<file path="src/rtl/mm2st_stream_arbiter.sv">
// Packet-granular round-robin arbiter sharing one Avalon-ST source between two sink channels.
// Optional per-channel packet counters are enabled with the MM2ST_ARB_PKT_CNT_EN macro.
module mm2st_stream_arbiter #(
    parameter int DATA_WIDTH  = 16,
    parameter int MAX_PKT_LEN = 1024
) (
    input  logic                  avalon_st_clk,
    input  logic                  avalon_st_reset,
    input  logic                  enable,
    input  logic [DATA_WIDTH-1:0] ch0_sink_data,
    input  logic                  ch0_sink_valid,
    input  logic                  ch0_sink_startofpacket,
    input  logic                  ch0_sink_endofpacket,
    output logic                  ch0_sink_ready,
    input  logic [DATA_WIDTH-1:0] ch1_sink_data,
    input  logic                  ch1_sink_valid,
    input  logic                  ch1_sink_startofpacket,
    input  logic                  ch1_sink_endofpacket,
    output logic                  ch1_sink_ready,
    output logic [DATA_WIDTH-1:0] avalon_st_source_data,
    output logic                  avalon_st_source_valid,
    output logic                  avalon_st_source_startofpacket,
    output logic                  avalon_st_source_endofpacket,
    input  logic                  avalon_st_source_ready,
    output logic [1:0]            grant,
    output logic                  busy,
    output logic                  err_truncate,
    output logic                  err_orphan
`ifdef MM2ST_ARB_PKT_CNT_EN
    ,
    output logic [15:0]           ch0_pkt_count,
    output logic [15:0]           ch1_pkt_count
`endif
);

    localparam logic [15:0] LAST_IDX = 16'(MAX_PKT_LEN - 1);

    typedef enum logic [1:0] {
        ST_IDLE,
        ST_GRANT,
        ST_DRAIN
    } state_t;

    state_t      state_reg;
    logic        owner_reg;
    logic        last_grant_reg;
    logic [15:0] word_cnt_reg;
    logic [1:0]  grant_reg;
    logic        busy_reg;
    logic        err_truncate_reg;
    logic        err_orphan_reg;

    logic [DATA_WIDTH-1:0] sink_data [2];
    logic [1:0] sink_valid;
    logic [1:0] sink_sop;
    logic [1:0] sink_eop;
    logic [1:0] sink_ready;
    logic [1:0] req;
    logic [1:0] orphan;

    logic own_valid;
    logic own_sop;
    logic own_eop;
    logic trunc_hit;
    logic src_beat;
    logic drain_eop;
    logic pick;

    assign sink_data[0] = ch0_sink_data;
    assign sink_data[1] = ch1_sink_data;
    assign sink_valid   = {ch1_sink_valid, ch0_sink_valid};
    assign sink_sop     = {ch1_sink_startofpacket, ch0_sink_startofpacket};
    assign sink_eop     = {ch1_sink_endofpacket, ch0_sink_endofpacket};
    assign ch0_sink_ready = sink_ready[0];
    assign ch1_sink_ready = sink_ready[1];

    assign req    = sink_valid & sink_sop;
    assign orphan = sink_valid & ~sink_sop;

    assign own_valid = sink_valid[owner_reg];
    assign own_sop   = sink_sop[owner_reg];
    assign own_eop   = sink_eop[owner_reg];
    assign trunc_hit = (word_cnt_reg == LAST_IDX);
    assign src_beat  = (state_reg == ST_GRANT) && own_valid && avalon_st_source_ready;
    assign drain_eop = (state_reg == ST_DRAIN) && own_valid && own_eop;

    // On a tie the channel that did not win last time is served.
    assign pick = (req[0] && req[1]) ? ~last_grant_reg : req[1];

    always_comb begin
        avalon_st_source_data          = '0;
        avalon_st_source_valid         = 1'b0;
        avalon_st_source_startofpacket = 1'b0;
        avalon_st_source_endofpacket   = 1'b0;
        sink_ready                     = 2'b00;
        case (state_reg)
            ST_IDLE: begin
                sink_ready = orphan;
            end
            ST_GRANT: begin
                avalon_st_source_data          = sink_data[owner_reg];
                avalon_st_source_valid         = own_valid;
                avalon_st_source_startofpacket = own_sop;
                avalon_st_source_endofpacket   = own_eop | trunc_hit;
                sink_ready[owner_reg]          = avalon_st_source_ready;
            end
            ST_DRAIN: begin
                sink_ready[owner_reg] = 1'b1;
            end
            default: begin
                sink_ready = 2'b00;
            end
        endcase
    end

    always_ff @(posedge avalon_st_clk) begin
        if (avalon_st_reset) begin
            state_reg        <= ST_IDLE;
            owner_reg        <= 1'b0;
            last_grant_reg   <= 1'b1;
            word_cnt_reg     <= '0;
            grant_reg        <= 2'b00;
            busy_reg         <= 1'b0;
            err_truncate_reg <= 1'b0;
            err_orphan_reg   <= 1'b0;
        end else begin
            err_truncate_reg <= 1'b0;
            err_orphan_reg   <= (state_reg == ST_IDLE) && (|orphan);
            case (state_reg)
                ST_IDLE: begin
                    if (enable && (|req)) begin
                        state_reg    <= ST_GRANT;
                        owner_reg    <= pick;
                        grant_reg    <= pick ? 2'b10 : 2'b01;
                        busy_reg     <= 1'b1;
                        word_cnt_reg <= '0;
                    end
                end
                ST_GRANT: begin
                    if (src_beat) begin
                        if (own_eop) begin
                            state_reg      <= ST_IDLE;
                            last_grant_reg <= owner_reg;
                            word_cnt_reg   <= '0;
                            grant_reg      <= 2'b00;
                            busy_reg       <= 1'b0;
                        end else if (trunc_hit) begin
                            state_reg        <= ST_DRAIN;
                            err_truncate_reg <= 1'b1;
                            word_cnt_reg     <= '0;
                        end else begin
                            word_cnt_reg <= word_cnt_reg + 16'd1;
                        end
                    end
                end
                ST_DRAIN: begin
                    if (drain_eop) begin
                        state_reg      <= ST_IDLE;
                        last_grant_reg <= owner_reg;
                        grant_reg      <= 2'b00;
                        busy_reg       <= 1'b0;
                    end
                end
                default: begin
                    state_reg <= ST_IDLE;
                end
            endcase
        end
    end

    assign grant        = grant_reg;
    assign busy         = busy_reg;
    assign err_truncate = err_truncate_reg;
    assign err_orphan   = err_orphan_reg;

`ifdef MM2ST_ARB_PKT_CNT_EN
    // A packet is counted on its real eop beat, whether passed through or drained.
    logic        pkt_done;
    logic [15:0] pkt_count_reg [2];

    assign pkt_done = (src_beat && own_eop) || drain_eop;

    for (genvar gi = 0; gi < 2; gi++) begin : g_pkt_cnt
        always_ff @(posedge avalon_st_clk) begin
            if (avalon_st_reset) begin
                pkt_count_reg[gi] <= '0;
            end else if (pkt_done && (owner_reg == 1'(gi))) begin
                pkt_count_reg[gi] <= pkt_count_reg[gi] + 16'd1;
            end
        end
    end

    assign ch0_pkt_count = pkt_count_reg[0];
    assign ch1_pkt_count = pkt_count_reg[1];
`endif

endmodule
</file>
<file path="config.mk">
export PLATFORM = sky130hd
export DESIGN_NAME = mm2st_stream_arbiter
export DESIGN_NICKNAME = d
export VERILOG_FILES = /design/src/rtl/mm2st_stream_arbiter.sv
export SDC_FILE = /design/constraint.sdc
export NUM_CORES = 1
export LEC_CHECK = 0
export BUFFER_PORTS_ARGS = -buffer_cell sky130_fd_sc_hd__clkbuf_2
export CORE_ASPECT_RATIO = 1.1
export CORE_UTILIZATION = 35
export CTS_BUF_LIST = sky130_fd_sc_hd__clkbuf_4
export DETAILED_ROUTE_END_ITERATION = 10
export SLEW_MARGIN = 30
export SYNTH_ARGS = -nofsm -noshare
export SYNTH_HDL_FRONTEND = slang
export SYNTH_SLANG_ARGS = --single-unit
</file>
<file path="constraint.sdc">
create_clock -name avalon_st_clk -period 1.95 [get_ports avalon_st_clk]
set_input_delay 0.0975 -clock avalon_st_clk [delete_from_list [all_inputs] [get_ports avalon_st_clk]]
set_output_delay 0.0975 -clock avalon_st_clk [all_outputs]
set_load 0.02 [all_outputs]
</file>
==> results of run 1 <==
[final cells by class]
cell class | count | area share
inverter | 11 | 0.01813
timing repair buffer | 93 | 0.2248
tap | 56 | 0.02900
clock inverter | 1 | 0.002071
clock buffer | 3 | 0.009322
multi-input combinational | 177 | 0.5065
sequential | 25 | 0.2103
[synth_stat cells, drive strengths merged (3+ instances only)]
library cell / number
nor2: 27
dfxtp: 25
mux2i: 22
nand3: 18
nand2: 17
a21oi: 16
inv: 11
clkbuf: 8
and3: 7
ha: 5
o21ai: 5
or4: 5
a31oi: 4
and2: 4
buf: 4
or3: 4
a211oi: 3
a21o: 3
and4: 3
nand2b: 3
nand4b: 3
nor3: 3
o211ai: 3
o32ai: 3
o41ai: 3
[metal layers]
metal | vias up | share of wire | global-route usage | wire [µm]
met1 | 890 | 0.43 | 0.2064 | 2040
met5 | - | 0 | 0 | 0
met2 | 41 | 0.52 | 0.3592 | 2463
li1 | 997 | - | - | -
met4 | 0 | 0.010 | 0.05442 | 48
met3 | 4 | 0.033 | 0.01984 | 157
[power by group]
group / switching, W / internal [W] / total [W]
clock network: 0.000169 / 0.0000770 / 0.000246
registers: 0.0000262 / 0.000548 / 0.000574
logic: 0.000660 / 0.000476 / 0.00114
total: 0.000855 / 0.00110 / 0.00196
[worst reg2reg max path, cell delays in order, from the launching register on]
cell,delay [ns]
dfxtp_2,0.36
inv_4,0.07
ha_4,0.14
inv_2,0.04
or3_4,0.37
a21o_4,0.24
or4_4,0.47
a31oi_1,0.13
[cell families (layout without fill, tap and decap cells)]
kind of cell             after synthesis  count (layout)
AO/OA/AOI/OAI                         51              51
adder cells (fa/ha/maj)                5               5
buffers and inverters                 23             108
flip-flops                            25              25
multiplexers                          22              22
AND/OR/NAND/NOR                       99              99
[per-stage QoR]
| step | hold slack (ns) | worst slack (ns) | power (W) | instances | area, µm² |
|---|---|---|---|---|---|
| floorplan | 0.2581 | 0.02193 | 0.001242 | 225 | 1750 |
| global placement | 0.4448 | 0.03839 | 0.001620 | 357 | 2256 |
| detailed placement | 0.4444 | 0.01244 | 0.001620 | 357 | 2256 |
| CTS | 0.07806 | -0.01935 | 0.001934 | 366 | 2364 |
| global route | 0.08696 | -0.03103 | 0.002092 | 366 | 2416 |
| finish | 0.08378 | 0.05756 | 0.001956 | 366 | 2416 |
[timing repair]
item	in CTS	in global routing
pin swaps	6	10
endpoints found under the setup margin	5	22
setup buffers	5	0
resized for setup	11	19
[worst paths after layout]
| check | start | end | slack [ns] |
|---|---|---|---|
| setup reg to reg | state_reg[1] | word_cnt_reg[9] | 0.08 |
| setup / recovery | word_cnt_reg[13] | avalon_st_source_endofpacket | 0.06 |
| hold / removal | ch1_sink_valid | err_orphan | 0.08 |
| hold reg to reg | last_grant_reg | last_grant_reg | 0.50 |
==> impl_metrics.json, run 1 <==
{
  "status": "finished clean",
  "multi_input_area_mm2": 0.001224,
  "largest_reg_flops": 16,
  "cts_hold_buf": 0,
  "synthFlopType": "dfxtp_1",
  "worstPathRequired_ns": 1.85,
  "p_leak_nw": 1.033,
  "die_w_um": 69.16,
  "cap_violations": 0,
  "first_pass_iters": 4,
  "layout_commonest_cell": "clkbuf_2",
  "tightest_slew_ns": 0.3831,
  "diodes": 0,
  "core_area_mm2": 0.004717,
  "synthTopCellsByArea": "dfxtp_1 (29%), mux2i_1 (13%), nor2_1 (5.8%)",
  "antenna_found_initial": 0,
  "fin_worst_skew_ns": 0.004623,
  "min_path_cells": 3,
  "period_share": 0.9705,
  "crit_fanout": 2,
  "portBuffers": 67,
  "synth_top_family_by_area": "simple AND/OR/NAND/NOR gates",
  "reg2reg_depth": 7,
  "synth-compound-area-share": 0.1960,
  "synthAdderAreaFrac": 0.03602,
  "worst_setup_path_end_kind": "output port",
  "final_cell_mix": "clkbuf_2 (66), nor2_1 (27), buf_4 (25)",
  "synthCells": 225,
  "slew_headroom": 0.7443,
  "floorplan.die.height_um": 75.88,
  "drive_gt1_frac": 0.4097,
  "synth_area_mm2": 0.001737,
  "synth-simple-area-share": 0.2961,
  "syn-num-nets": 272,
  "drc": 0,
  "worst-path-stages": 5,
  "clk_latency_ns": 0.33,
  "hpwl_um": 3632,
  "grt_pass1_wl_um": 7721,
  "wire_per_inst_um": 12.87,
  "cts_tree": "yes",
  "fin_nets": 358,
  "die_area_mm2": 0.005248,
  "wl_um": 4709,
  "fmax_mhz": 528.4,
  "post-route-util": 0.5122,
  "h-tree-depth": 1,
  "min_period_ns": 1.892,
  "synth_top_area_frac": 0.2882,
  "seq_area_um2": 508.0,
  "syn_area_per_cell_um2": 7.719,
  "grt_pass1_vias": 1727,
  "yosysTopAreaCell": "dfxtp_1",
  "synth-xor-area-share": 0,
  "grt_overflow": 0,
  "clockBufferDepth": 2,
  "root_buffer": "clkbuf_4",
  "start_util": 0.3682,
  "place_congestion": 0.8093,
  "grt_usage": 0.1809,
  "synth.mux.area_fraction": 0.1268,
  "slowest_stage": "or4_4",
  "ys_seq_area_frac": 0.2882,
  "cp_cell_sequence": "or4_4 -> nor3_4 -> nand3_2 -> a21oi_2 -> clkbuf_8",
  "hold_path.class": "input pin to flop",
  "slew_viol_final": 0,
  "timing.final.hold_violations": 0,
  "synth-warning-count": 0,
  "synth_edf_count": 0,
  "worstSetupPathType": "flop to output port",
  "cellPowerDensity_mw_per_mm2": 809.4,
  "grt_max_degree": 23,
  "fin_setup_tns_ns": 0,
  "critical-path-top-delay-family": "simple AND/OR/NAND/NOR gates",
  "worst-path-buf-inv": 1,
  "nFillCells": 470,
  "clkSlewWorstSetupHoldPaths_ns": 0.15,
  "vias": 1932,
  "cts_buffers": 3,
  "row_count": 26,
  "area_growth_pct": 39.12,
  "pin_count": 68,
  "report.final.setup_viol": 0,
  "start_kind": "flop",
  "async_reset_ff_frac": 0,
  "drtAntennaViolNets": 0,
  "ir_worst_vdd_mv": 0.4070,
  "synth_seq_cells": 25,
  "arrival_ns": 1.79,
  "rsz0062_at_grt": "true",
  "routed_via_density": 5.279,
  "slowest_delay_ns": 0.54,
  "clock_sinks": 25,
  "synthDistinctLibCells": 43,
  "drt_iter0_markers": 108
}
No activity file was read; power rests on OpenSTA's default activity.
==> run 2, diff against run 1 <==
--- a/config.mk
+++ b/config.mk
@@ -5,6 +5,7 @@
 export SDC_FILE = /design/constraint.sdc
 export NUM_CORES = 1
 export LEC_CHECK = 0
+export ABC_AREA = 1
 export BUFFER_PORTS_ARGS = -buffer_cell sky130_fd_sc_hd__clkbuf_2
 export CORE_ASPECT_RATIO = 1.1
 export CORE_UTILIZATION = 35
==> constraint.sdc (replaced) <==
create_clock -name avalon_st_clk -period 1.7 [get_ports avalon_st_clk]
set_input_delay 0.085 -clock avalon_st_clk [delete_from_list [all_inputs] [get_ports avalon_st_clk]]
set_output_delay 0.085 -clock avalon_st_clk [all_outputs]
set_load 0.02 [all_outputs]
==> impl_metrics.json, run 2 <==
{
  "floorplan.die.height_um": 77.20,
  "status": "complete, but fails checks",
  "syn_area_per_cell_um2": 5.997,
  "hold_path.class": "input pin to flop",
  "area_growth_pct": 38.73,
  "whs_ns": 0.04315,
  "combPwrFrac": 0.657,
  "grt_pass1_wl_um": 8438,
  "diodes": 0,
  "start_kind": "flop",
  "synth-warning-count": 0,
  "synthDistinctLibCells": 29,
  "grt_overflow": 0,
  "first_pass_iters": 4,
  "arrival_ns": 1.66,
  "switching_share": 0.4808,
  "h-tree-depth": 1,
  "drive_gt1_frac": 0.3238,
  "period_share": 1.028,
  "seqPwrFrac": 0.247,
  "rsz0062_at_grt": "true",
  "ys_seq_area_frac": 0.2782,
  "grt_usage": 0.1868,
  "cts_tree": "yes",
  "fin_total_pwr_w": 0.003058,
  "worstPathRequired_ns": 1.62,
  "hpwl_um": 3855,
  "wire_per_inst_um": 11.60,
  "min_period_ns": 1.747,
  "synth_top_area_frac": 0.2782,
  "synthTopCellsByArea": "dfxtp_1 (28%), nand2_1 (14%), nor2_1 (13%)",
  "portBuffers": 67,
  "final_cell_mix": "nand2_1 (64), nor2_1 (61), clkbuf_2 (61)",
  "drtAntennaViolNets": 0,
  "slew_viol_final": 0,
  "drt_iter0_markers": 70,
  "report.final.setup_viol": 1,
  "largest_reg_flops": 16,
  "routed_via_density": 4.864,
  "post-route-util": 0.5026,
  "grt_max_degree": 18,
  "clock_sinks": 25,
  "busiest_layer": "met2",
  "fin_worst_skew_ns": 0.01185,
  "crit_fanout": 2,
  "row_count": 27,
  "p_leak_nw": 1.208,
  "vias": 2145,
  "synthFlopType": "dfxtp_1",
  "cap_violations": 0,
  "seq_area_um2": 508.0,
  "antenna_found_initial": 0,
  "clockBufferDepth": 2,
  "yosysTopAreaCell": "dfxtp_1",
  "cts_buffers": 3,
  "root_buffer": "clkbuf_4",
  "core_area_mm2": 0.004966,
  "slew_headroom": 0.8050,
  "switching_power_w": 0.001470,
  "synth_commonest_cells": "nand2_1 (66), nor2_1 (62), inv_1 (33)",
  "die_w_um": 70.36,
  "start_util": 0.3623,
  "power.internal_w": 0.001588,
  "met3_usage": 0.03285,
  "clkSlewWorstSetupHoldPaths_ns": 0.16,
  "setup_ws_ns": -0.04746,
  "multi_input_area_mm2": 0.001200,
  "synth_seq_cells": 25,
  "failed_checks": "setup timing",
  "synth_edf_count": 0,
  "grtUsageMet1": 0.2061,
  "place_congestion": 0.8571,
  "syn-num-nets": 347,
  "synthCells": 300,
  "async_reset_ff_frac": 0,
  "worstSetupPathType": "flop to output port",
  "ir_worst_vdd_mv": 0.5008,
  "fin_nets": 431,
  "die_area_mm2": 0.005431,
  "layout_commonest_cell": "nand2_1",
  "timing.final.hold_violations": 0,
  "grtUsageMet2": 0.3629,
  "grt_pass1_vias": 1966,
  "pin_count": 68,
  "fmax_mhz": 572.3,
  "worst_setup_path_end_kind": "output port",
  "cellPowerDensity_mw_per_mm2": 1225,
  "synth.most_common_cell": "nand2_1",
  "wl_um": 5116,
  "nFillCells": 533,
  "drc": 0,
  "synth_area_mm2": 0.001799,
  "clock_power_share": 0.096,
  "cts_hold_buf": 0,
  "clk_latency_ns": 0.33,
  "tightest_slew_ns": 0.2903
}
==> run 2: worst paths after layout <==
| kind | from | end | slack (ns) | cells past startpoint |
|---|---|---|---|---|
| hold / removal | enable | owner_reg | 0.04 | 3 |
| setup reg to reg | word_cnt_reg[1] | state_reg[0] | 0.13 | 10 |
| setup / recovery | word_cnt_reg[1] | avalon_st_source_endofpacket | -0.05 | 7 |
| hold reg to reg | busy | busy | 0.47 | 2 |
==> run 2: per-stage QoR <==
step / worst slack (ns) / setup TNS (ns) / area (µm²) / instances
2_1_floorplan: 0.1323 / 0 / 1799 / 300
3_3_place_gp: 0.04264 / 0 / 2283 / 431
3_5_place_dp: 0.0006569 / 0 / 2283 / 431
4_1_cts: -0.1347 / -0.1347 / 2432 / 439
5_1_grt: -0.1352 / -0.1352 / 2496 / 441
6_report: -0.04746 / -0.04746 / 2496 / 441
==> run 2: kinds of logic (layout without fill, tap and decap cells) <==
| group | Yosys count | after routing | share of synthesized area |
|---|---|---|---|
| AND/OR/NAND/NOR | 179 | 179 | 0.4451 |
| adder cells (fa/ha/maj) | 5 | 5 | 0.03477 |
| AO/OA/AOI/OAI | 47 | 47 | 0.1419 |
| flip-flops | 25 | 25 | 0.2782 |
| buffers and inverters | 44 | 127 | 0.1001 |
==> run 2: final cells by class <==
| cell class | count | area share |
|---|---|---|
| Multi-Input combinational cell | 231 | 0.4807 |
| Timing Repair Buffer | 88 | 0.2211 |
| Sequential cell | 25 | 0.2035 |
| Inverter | 35 | 0.05363 |
| Tap cell | 58 | 0.02907 |
| Clock buffer | 3 | 0.009023 |
| Clock inverter | 1 | 0.003008 |
==> run 2: timing repair <==
action	in CTS	in global routing
cloned	0	1
gates resized for setup	24	14
setup buffers	4	1
endpoints found under the hold margin	0	0
pin swaps	4	6
endpoints found under the setup margin	20	34
==> run 2: worst max-delay path, stage by stage (launching register included) <==
cell     delay (ns)
dfxtp_2        0.39
ha_4           0.15
nand2_4        0.06
nor2_4         0.12
nand3_4        0.08
or2_4          0.25
a21oi_4        0.16
buf_8          0.13
==> run 2: power by group through the flow <==
stage	sequential (W)	combinational (W)	clock (W)
CTS	0.000742	0.00189	0.000306
floorplan	0.000768	0.00113	0
global route	0.000766	0.00219	0.000330
finish	0.000755	0.00201	0.000295
detailed placement	0.000739	0.00175	0
global placement	0.000733	0.00174	0
==> run 2: metal layers <==
layer,up-vias,share of wire
met5,-,0
met4,0,0.013
met3,6,0.053
met2,63,0.50
met1,954,0.44
li1,1122,-
